<file path="config.mk">
export PLATFORM = sky130hd
export DESIGN_NAME = fmul_arbiter
export DESIGN_NICKNAME = d
export VERILOG_FILES = /design/src/rtl/fmul_arbiter_pkg.sv /design/src/rtl/fmul_arbiter_tag_fifo.sv /design/src/rtl/fmul_arbiter.sv
export SDC_FILE = /design/constraint.sdc
export NUM_CORES = 1
export LEC_CHECK = 0
export CAP_MARGIN = 10
export CORE_AREA = 2 2 156 158
export DETAILED_ROUTE_END_ITERATION = 12
export DIE_AREA = 0 0 158 160
export GPL_TIMING_DRIVEN = 0
export HOLD_SLACK_MARGIN = 0.12
export PLACE_DENSITY = 0.68
export SYNTH_ARGS = -nofsm -noshare
export SYNTH_HDL_FRONTEND = slang
export SYNTH_SLANG_ARGS = --single-unit
</file>
<file path="constraint.sdc">
create_clock -name clk -period 4.7 [get_ports clk]
set_input_delay 1.175 -clock clk [delete_from_list [all_inputs] [get_ports clk]]
set_output_delay 1.175 -clock clk [all_outputs]
set_load 0.01 [all_outputs]
</file>
<file path="src/rtl/fmul_arbiter_pkg.sv">
`default_nettype none
// ============================================================================
// Module      : fmul_arbiter_pkg
// Description : Shared FP widths, tag type and helpers for fmul_arbiter.
// Revision    : 1.0 - initial release
// ============================================================================
package fmul_arbiter_pkg;

    localparam int FLEN      = 32;
    localparam int NE        = 8;
    localparam int N_REQ_MAX = 8;

    // Tag wide enough for the largest supported requester count.
    typedef logic [$clog2(N_REQ_MAX)-1:0] tag_t;

    localparam int TAG_W = $bits(tag_t);

    function automatic logic [N_REQ_MAX-1:0] tag_onehot(input tag_t t);
        return N_REQ_MAX'(1) << t;
    endfunction

endpackage
`default_nettype wire

</file>
<file path="src/rtl/fmul_arbiter_tag_fifo.sv">
`default_nettype none
// ============================================================================
// Module      : fmul_arbiter_tag_fifo
// Description : Power-of-two FIFO holding requester tags of in-flight ops.
// Revision    : 1.0 - initial release
// ============================================================================
module fmul_arbiter_tag_fifo
    import fmul_arbiter_pkg::*;
#(
    parameter int DEPTH = 8
) (
    input  logic                     clk,
    input  logic                     rst,
    input  logic                     push,
    input  logic                     pop,
    input  tag_t                     din,
    output logic                     full,
    output logic                     empty,
    output tag_t                     head,
    output logic [$clog2(DEPTH):0]   level
);

    localparam int AW = $clog2(DEPTH);
    localparam int LW = AW + 1;

    tag_t          r_mem [DEPTH];
    logic [AW-1:0] r_wr;
    logic [AW-1:0] r_rd;
    logic [LW-1:0] r_level;
    logic          w_push;
    logic          w_pop;

    assign full   = (r_level == LW'(DEPTH));
    assign empty  = (r_level == '0);
    assign head   = r_mem[r_rd];
    assign level  = r_level;
    assign w_push = push && !full;
    assign w_pop  = pop && !empty;

    always_ff @(posedge clk) begin
        if (w_push) begin
            r_mem[r_wr] <= din;
        end
    end

    always_ff @(posedge clk) begin
        if (rst) begin
            r_wr    <= '0;
            r_rd    <= '0;
            r_level <= '0;
        end else begin
            if (w_push) r_wr <= r_wr + AW'(1);
            if (w_pop)  r_rd <= r_rd + AW'(1);
            case ({w_push, w_pop})
                2'b10:   r_level <= r_level + LW'(1);
                2'b01:   r_level <= r_level - LW'(1);
                default: r_level <= r_level;
            endcase
        end
    end

endmodule
`default_nettype wire

</file>
<file path="src/rtl/fmul_arbiter.sv">
`default_nettype none
// ============================================================================
// Module      : fmul_arbiter
// Description : Round-robin arbiter sharing one pipelined FP multiplier;
//               results are routed back by tag. Optional statistics ports
//               enabled by macro FMUL_ARBITER_STATS_EN.
// Revision    : 1.0 - initial release
// ============================================================================
module fmul_arbiter
    import fmul_arbiter_pkg::*;
#(
    parameter int N_REQ     = 4,
    parameter int TAG_DEPTH = 8
) (
    input  logic                          clk,
    input  logic                          rst,
    input  logic [N_REQ-1:0]              req_vld,
    input  logic [N_REQ*FLEN-1:0]         req_a,
    input  logic [N_REQ*FLEN-1:0]         req_b,
    output logic [N_REQ-1:0]              req_rdy,
    output logic                          mul_arg_vld,
    output logic [FLEN-1:0]               mul_a,
    output logic [FLEN-1:0]               mul_b,
    input  logic                          mul_res_vld,
    input  logic [FLEN-1:0]               mul_res,
    input  logic                          mul_err,
    output logic [N_REQ-1:0]              res_vld,
    output logic [FLEN-1:0]               res,
    output logic                          res_err,
    output logic                          busy,
`ifdef FMUL_ARBITER_STATS_EN
    output logic [N_REQ*32-1:0]           grant_cnt,
    output logic [$clog2(TAG_DEPTH):0]    max_occupancy,
`endif
    output logic                          proto_err
);

    localparam int PTR_W = $clog2(N_REQ);
    localparam int LVL_W = $clog2(TAG_DEPTH) + 1;

    logic [PTR_W-1:0]      r_ptr;
    logic                  r_mul_vld;
    logic [FLEN-1:0]       r_mul_a;
    logic [FLEN-1:0]       r_mul_b;
    logic                  r_proto_err;

    logic [N_REQ-1:0]      w_mask;
    logic [N_REQ-1:0]      w_hi;
    logic [N_REQ-1:0]      w_pick;
    logic [PTR_W-1:0]      w_gnt_idx;
    logic [PTR_W-1:0]      w_ptr_nxt;
    logic [FLEN-1:0]       w_op_a;
    logic [FLEN-1:0]       w_op_b;
    logic                  w_accept;
    logic                  w_pop;
    logic                  w_full;
    logic                  w_empty;
    tag_t                  w_head;
    logic [N_REQ_MAX-1:0]  w_head_oh;
    logic [LVL_W-1:0]      w_level;

    // Requests at or above ptr win first; otherwise wrap to the lowest index.
    always_comb begin
        w_mask = '0;
        for (int i = 0; i < N_REQ; i++) begin
            w_mask[i] = (PTR_W'(i) >= r_ptr);
        end
    end

    assign w_hi   = req_vld & w_mask;
    assign w_pick = (|w_hi) ? w_hi : req_vld;

    always_comb begin
        w_gnt_idx = '0;
        for (int i = N_REQ - 1; i >= 0; i--) begin
            if (w_pick[i]) w_gnt_idx = PTR_W'(i);
        end
    end

    always_comb begin
        w_op_a = '0;
        w_op_b = '0;
        for (int i = 0; i < N_REQ; i++) begin
            if (w_gnt_idx == PTR_W'(i)) begin
                w_op_a = req_a[i*FLEN +: FLEN];
                w_op_b = req_b[i*FLEN +: FLEN];
            end
        end
    end

    assign w_accept  = !rst && (|req_vld) && !w_full;
    assign w_ptr_nxt = (w_gnt_idx == PTR_W'(N_REQ - 1)) ? '0 : w_gnt_idx + PTR_W'(1);

    always_comb begin
        req_rdy = '0;
        for (int i = 0; i < N_REQ; i++) begin
            req_rdy[i] = w_accept && (w_gnt_idx == PTR_W'(i));
        end
    end

    fmul_arbiter_tag_fifo #(
        .DEPTH (TAG_DEPTH)
    ) u_tag_fifo (
        .clk   (clk),
        .rst   (rst),
        .push  (w_accept),
        .pop   (w_pop),
        .din   (tag_t'(w_gnt_idx)),
        .full  (w_full),
        .empty (w_empty),
        .head  (w_head),
        .level (w_level)
    );

    // Results return in issue order, so the FIFO head names the owner.
    assign w_pop     = !rst && mul_res_vld && !w_empty;
    assign w_head_oh = tag_onehot(w_head);
    assign res_vld   = w_pop ? w_head_oh[N_REQ-1:0] : '0;
    assign res       = mul_res;
    assign res_err   = mul_err;

    always_ff @(posedge clk) begin
        if (rst) begin
            r_ptr       <= '0;
            r_mul_vld   <= 1'b0;
            r_mul_a     <= '0;
            r_mul_b     <= '0;
            r_proto_err <= 1'b0;
        end else begin
            r_mul_vld <= w_accept;
            if (w_accept) begin
                r_ptr   <= w_ptr_nxt;
                r_mul_a <= w_op_a;
                r_mul_b <= w_op_b;
            end
            if (mul_res_vld && w_empty) begin
                r_proto_err <= 1'b1;
            end
        end
    end

    assign mul_arg_vld = r_mul_vld;
    assign mul_a       = r_mul_a;
    assign mul_b       = r_mul_b;
    assign proto_err   = r_proto_err;
    assign busy        = !rst && ((w_level != '0) || r_mul_vld);

`ifdef FMUL_ARBITER_STATS_EN
    logic [N_REQ*32-1:0] r_grant_cnt;
    logic [LVL_W-1:0]    r_max_occ;

    always_ff @(posedge clk) begin
        if (rst) begin
            r_grant_cnt <= '0;
            r_max_occ   <= '0;
        end else begin
            for (int i = 0; i < N_REQ; i++) begin
                if (w_accept && (w_gnt_idx == PTR_W'(i))) begin
                    r_grant_cnt[i*32 +: 32] <= r_grant_cnt[i*32 +: 32] + 32'd1;
                end
            end
            if (w_level > r_max_occ) begin
                r_max_occ <= w_level;
            end
        end
    end

    assign grant_cnt     = r_grant_cnt;
    assign max_occupancy = r_max_occ;
`endif

endmodule
`default_nettype wire

</file>
==> run metrics <==
CTS tree built; Yosys reg bits between 90 and 100; cell count after synthesis 821; Max Cap Viol 0; GPL Wtd Cong slightly above 0.9; Max Clk Rate between 200 and 250 MHz; Ys Warns 0; CTS hold repair buffers 0; Hold Path Sink mul_b[26]$_SDFFE_PP0N_; P_int 2.698 mW; Layout Skew about 0.0067 ns; die area 25280 um2; # IOs 404; switching pwr approximately 1.9 mW; DRT Wirelength 29110 um; vias in the first global route 7380; commonest non-fill, non-tap cell in the layout clkdlybuf4s50_1; global-route wire length before repair roughly 43000 um; htree depth 3; main combinational cell family by area after synthesis compound AO/OA/AOI/OAI gates; Seq pwr share approximately 28%; WS Path Type in2out; CTS Buf Count 9; Seq/Total Area, Yosys 34.22%; leakage power total 4.064 nW; Worst path slowest cell clkdlybuf4s50_1; Post-Synth Simple-Gate Area 16.09%; clk slew on worst S/H paths about 0.070 ns; HP Class reg2reg; Comb pwr share 55.8%; die width 158 um; r2r setup slk 1.57 ns; Synth Area in XOR/XNOR 0.7130%; max-slew violation count 0; clock tree sinks a little under 100; Total GRT Usage 22.36%; unrepaired setup endpoints after global routing true; period utilisation layout 99.11%; clock power share 16.0%; worst-skew pair later-pin latency 0.36 ns; grt ovf 0; Placeable Area between 20000 and 25000 um2; Routed Antenna Nets 0; crit-path max FO 12; fin area 10660 um2; commonest non-fill, non-tap cells in the layout 368 x clkdlybuf4s50_1, 135 x a21oi_1, 88 x o21ai_0; initial core utilization 25.79%; Netlist cell types 41; Root Driver clkbuf_16; PwrDens 435.0 nW/um2; WL/cell 18.97 um; drt first pass iters 5; crit path DAT ~3.5 ns; chip height 160 um; maximum number of pins on one net before global-route repair 20; status finished, final reports clean; hold_sp mul_b[26]$_SDFFE_PP0N_; Max IR drop VDD 0.1754 mV; DRC violations left 0; Placed Instances 1514; Synth Area in Compound Gates between 30% and 40%; critical path, cell by cell clkdlybuf4s50_1 -> inv_1 -> o221ai_2 -> a21oi_4 -> inv_1 -> ha_4 -> clkbuf_8 -> and2_1 -> clkdlybuf4s50_1; Final nets 1509; Syn Area/Cell roughly 7.5 um2; vias post-DR about 7500; share of layout cells above drive strength 1 7.285%; HPWL after detailed placement roughly 23000 um; clock buffer depth 2; syn nets 1127; Critical R2R Capture u_tag_fifo.level[3]$_SDFFE_PP0P_; Max-slew headroom 37.88%; Worst-Margin Slew ~0.93 ns; synthesized cell area about 6000 um2; final setup violation count 0; Layout area overhead 73.52%; mux contribution to synthesized area about 2.3%; Required @ worst endpoint 3.52 ns; reg2reg start u_tag_fifo.level[1]$_SDFFE_PP0P_; DR iter-0 viols 424; DR vias/cell slightly below 5; crit end category output pin; Layout Cells excl Fill 1535; Worst Reg-to-Reg Cells 11; Post-Synth Adder-Cell Area under 10%; Final min period between 4 and 5 ns; Port-buffer cells 369; switching share of power 41.80%; crit start category input port; Min-Delay Path Depth 2; FP Rows 57; initial antenna violation count 4; Worst path max stage delay 0.56 ns; Placement Cell Area 10240 um2; Final Hold Vio Count 0
-- stage by stage --
stage	total power [mW]	setup slack, ns	hold WS [ns]	setup TNS [ns]	utilization, %
detailed placement	3.839	-1.203	0.4702	-4.868	42.99
global placement	3.811	-1.092	0.4469	-3.924	42.99
finish	4.636	0.04202	0.4792	0	44.74
global route	4.948	-0.07199	0.4990	-0.07199	44.72
floorplan	2.558	0.6618	0.4902	0	-
CTS	4.652	0.03376	0.4812	0	44.56
-- worst max-delay path by stage --
stage	start	to	slack, ns	cells past startpoint
after detailed placement	req_vld[0]	req_rdy[3]	-1.20	9
after floorplan	req_vld[2]	req_rdy[3]	0.66	7
final	req_vld[0]	req_rdy[2]	0.04	9
after global routing	req_vld[1]	req_rdy[2]	-0.07	9
after CTS	req_vld[0]	req_rdy[2]	0.03	9
after global placement	req_vld[0]	req_rdy[3]	-1.09	9
-- power by group through the flow --
stage               Combinational (mW)  Clock (mW)  Sequential (mW)
detailed placement                2.52           0             1.32
global placement                  2.50           0             1.31
finish                            2.59       0.743             1.31
CTS                               2.58       0.768             1.30
global route                      2.82       0.795             1.33
floorplan                         1.17           0             1.39
-- cells in the mapped netlist --
| cell | instances | share of area, % |
|---|---|---|
| a21oi_1 | 136 | 11 |
| o21ai_0 | 88 | 7.2 |
| dfxtp_1 | 81 | 26 |
| inv_1 | 75 | 4.6 |
| nand2_1 | 71 | 4.3 |
| nand3b_1 | 65 | 7.9 |
| a22oi_1 | 64 | 7.8 |
| clkbuf_1 | 59 | 3.6 |
| o21ai_1 | 42 | 3.4 |
| buf_4 | 33 | 4.0 |
| nor2_1 | 22 | 1.3 |
| edfxtp_1 | 16 | 7.8 |
| ha_1 | 9 | 1.8 |
| buf_1 | 7 | 0.43 |
| buf_2 | 7 | 0.57 |
| and2_1 | 4 | 0.41 |
| mux2i_1 | 4 | 0.65 |
| mux4_2 | 4 | 1.5 |
| xor2_1 | 3 | 0.43 |
| a31oi_1 | 2 | 0.20 |
| buf_6 | 2 | 0.37 |
| nand2b_1 | 2 | 0.20 |
| nor3_2 | 2 | 0.33 |
| nor3b_1 | 2 | 0.24 |
| nor4b_2 | 2 | 0.49 |
| o221ai_1 | 2 | 0.29 |
| or3_1 | 2 | 0.20 |
| xnor2_1 | 2 | 0.29 |
| a221oi_2 | 1 | 0.24 |
| and3_1 | 1 | 0.10 |
| fa_1 | 1 | 0.33 |
| inv_2 | 1 | 0.061 |
| mux2_2 | 1 | 0.18 |
| nand3_1 | 1 | 0.081 |
| nor3_1 | 1 | 0.081 |
| nor4_2 | 1 | 0.20 |
| o22a_1 | 1 | 0.14 |
| o22ai_1 | 1 | 0.10 |
| o31ai_1 | 1 | 0.12 |
| o41ai_2 | 1 | 0.26 |
| or4_1 | 1 | 0.12 |
-- final cells by class --
class                   count  area (um2)
inverters                  76       285.3
fillers                  2442       13160
well taps                 324       405.4
flip-flops and latches     97        2102
multi-input cells         540        3271
clock buffers               9       225.2
clock inverters             7       60.06
plain buffers             104       564.3
diodes                      3       7.507
repair buffers            375        3737
-- metal layers --
layer | GRT usage (%) | vias to the layer above | wire length, um
li1 | - | 3616 | -
met1 | 28.05 | 3533 | 11870
met2 | 38.08 | 325 | 14410
met3 | 4.776 | 49 | 1993
met4 | 7.084 | 2 | 832
met5 | 0 | - | 12
-- worst max-delay path, delay by kind of cell --
kind | cells | cell delay (ns)
AOI/OAI and AO/OA | 2 | 0.35
buffers and inverters | 5 | 1.57
adders and majority gates | 1 | 0.25
and+or+nand+nor | 1 | 0.13
-- state kept, by name, summed over array words and instances, names as in the netlist, named ones only --
register / count
mul_a: 32
mul_arg_vld: 1
mul_b: 32
proto_err: 1
r_ptr: 2
u_tag_fifo.level: 4
u_tag_fifo.r_mem: 16
u_tag_fifo.r_rd: 3
u_tag_fifo.r_wr: 3
-- kinds of logic (layout without fill, tap and decap cells) --
kind of cell | after synthesis | after routing
buffers and inverters | 184 | 571
adder cells (fa/ha/maj) | 10 | 10
other | 0 | 3
multiplexers | 9 | 9
AO/OA/AOI/OAI | 339 | 339
XOR/XNOR | 5 | 5
flip-flops | 97 | 97
AND/OR/NAND/NOR | 177 | 177
-- what timing repair did --
action,4_1_cts,5_1_grt
pin swaps,1,2
gates resized for setup,20,2
endpoints found under the setup margin,4,4
hold endpoints to repair,0,0
buffers inserted,3,3
No activity file was read; power rests on OpenSTA's default activity.
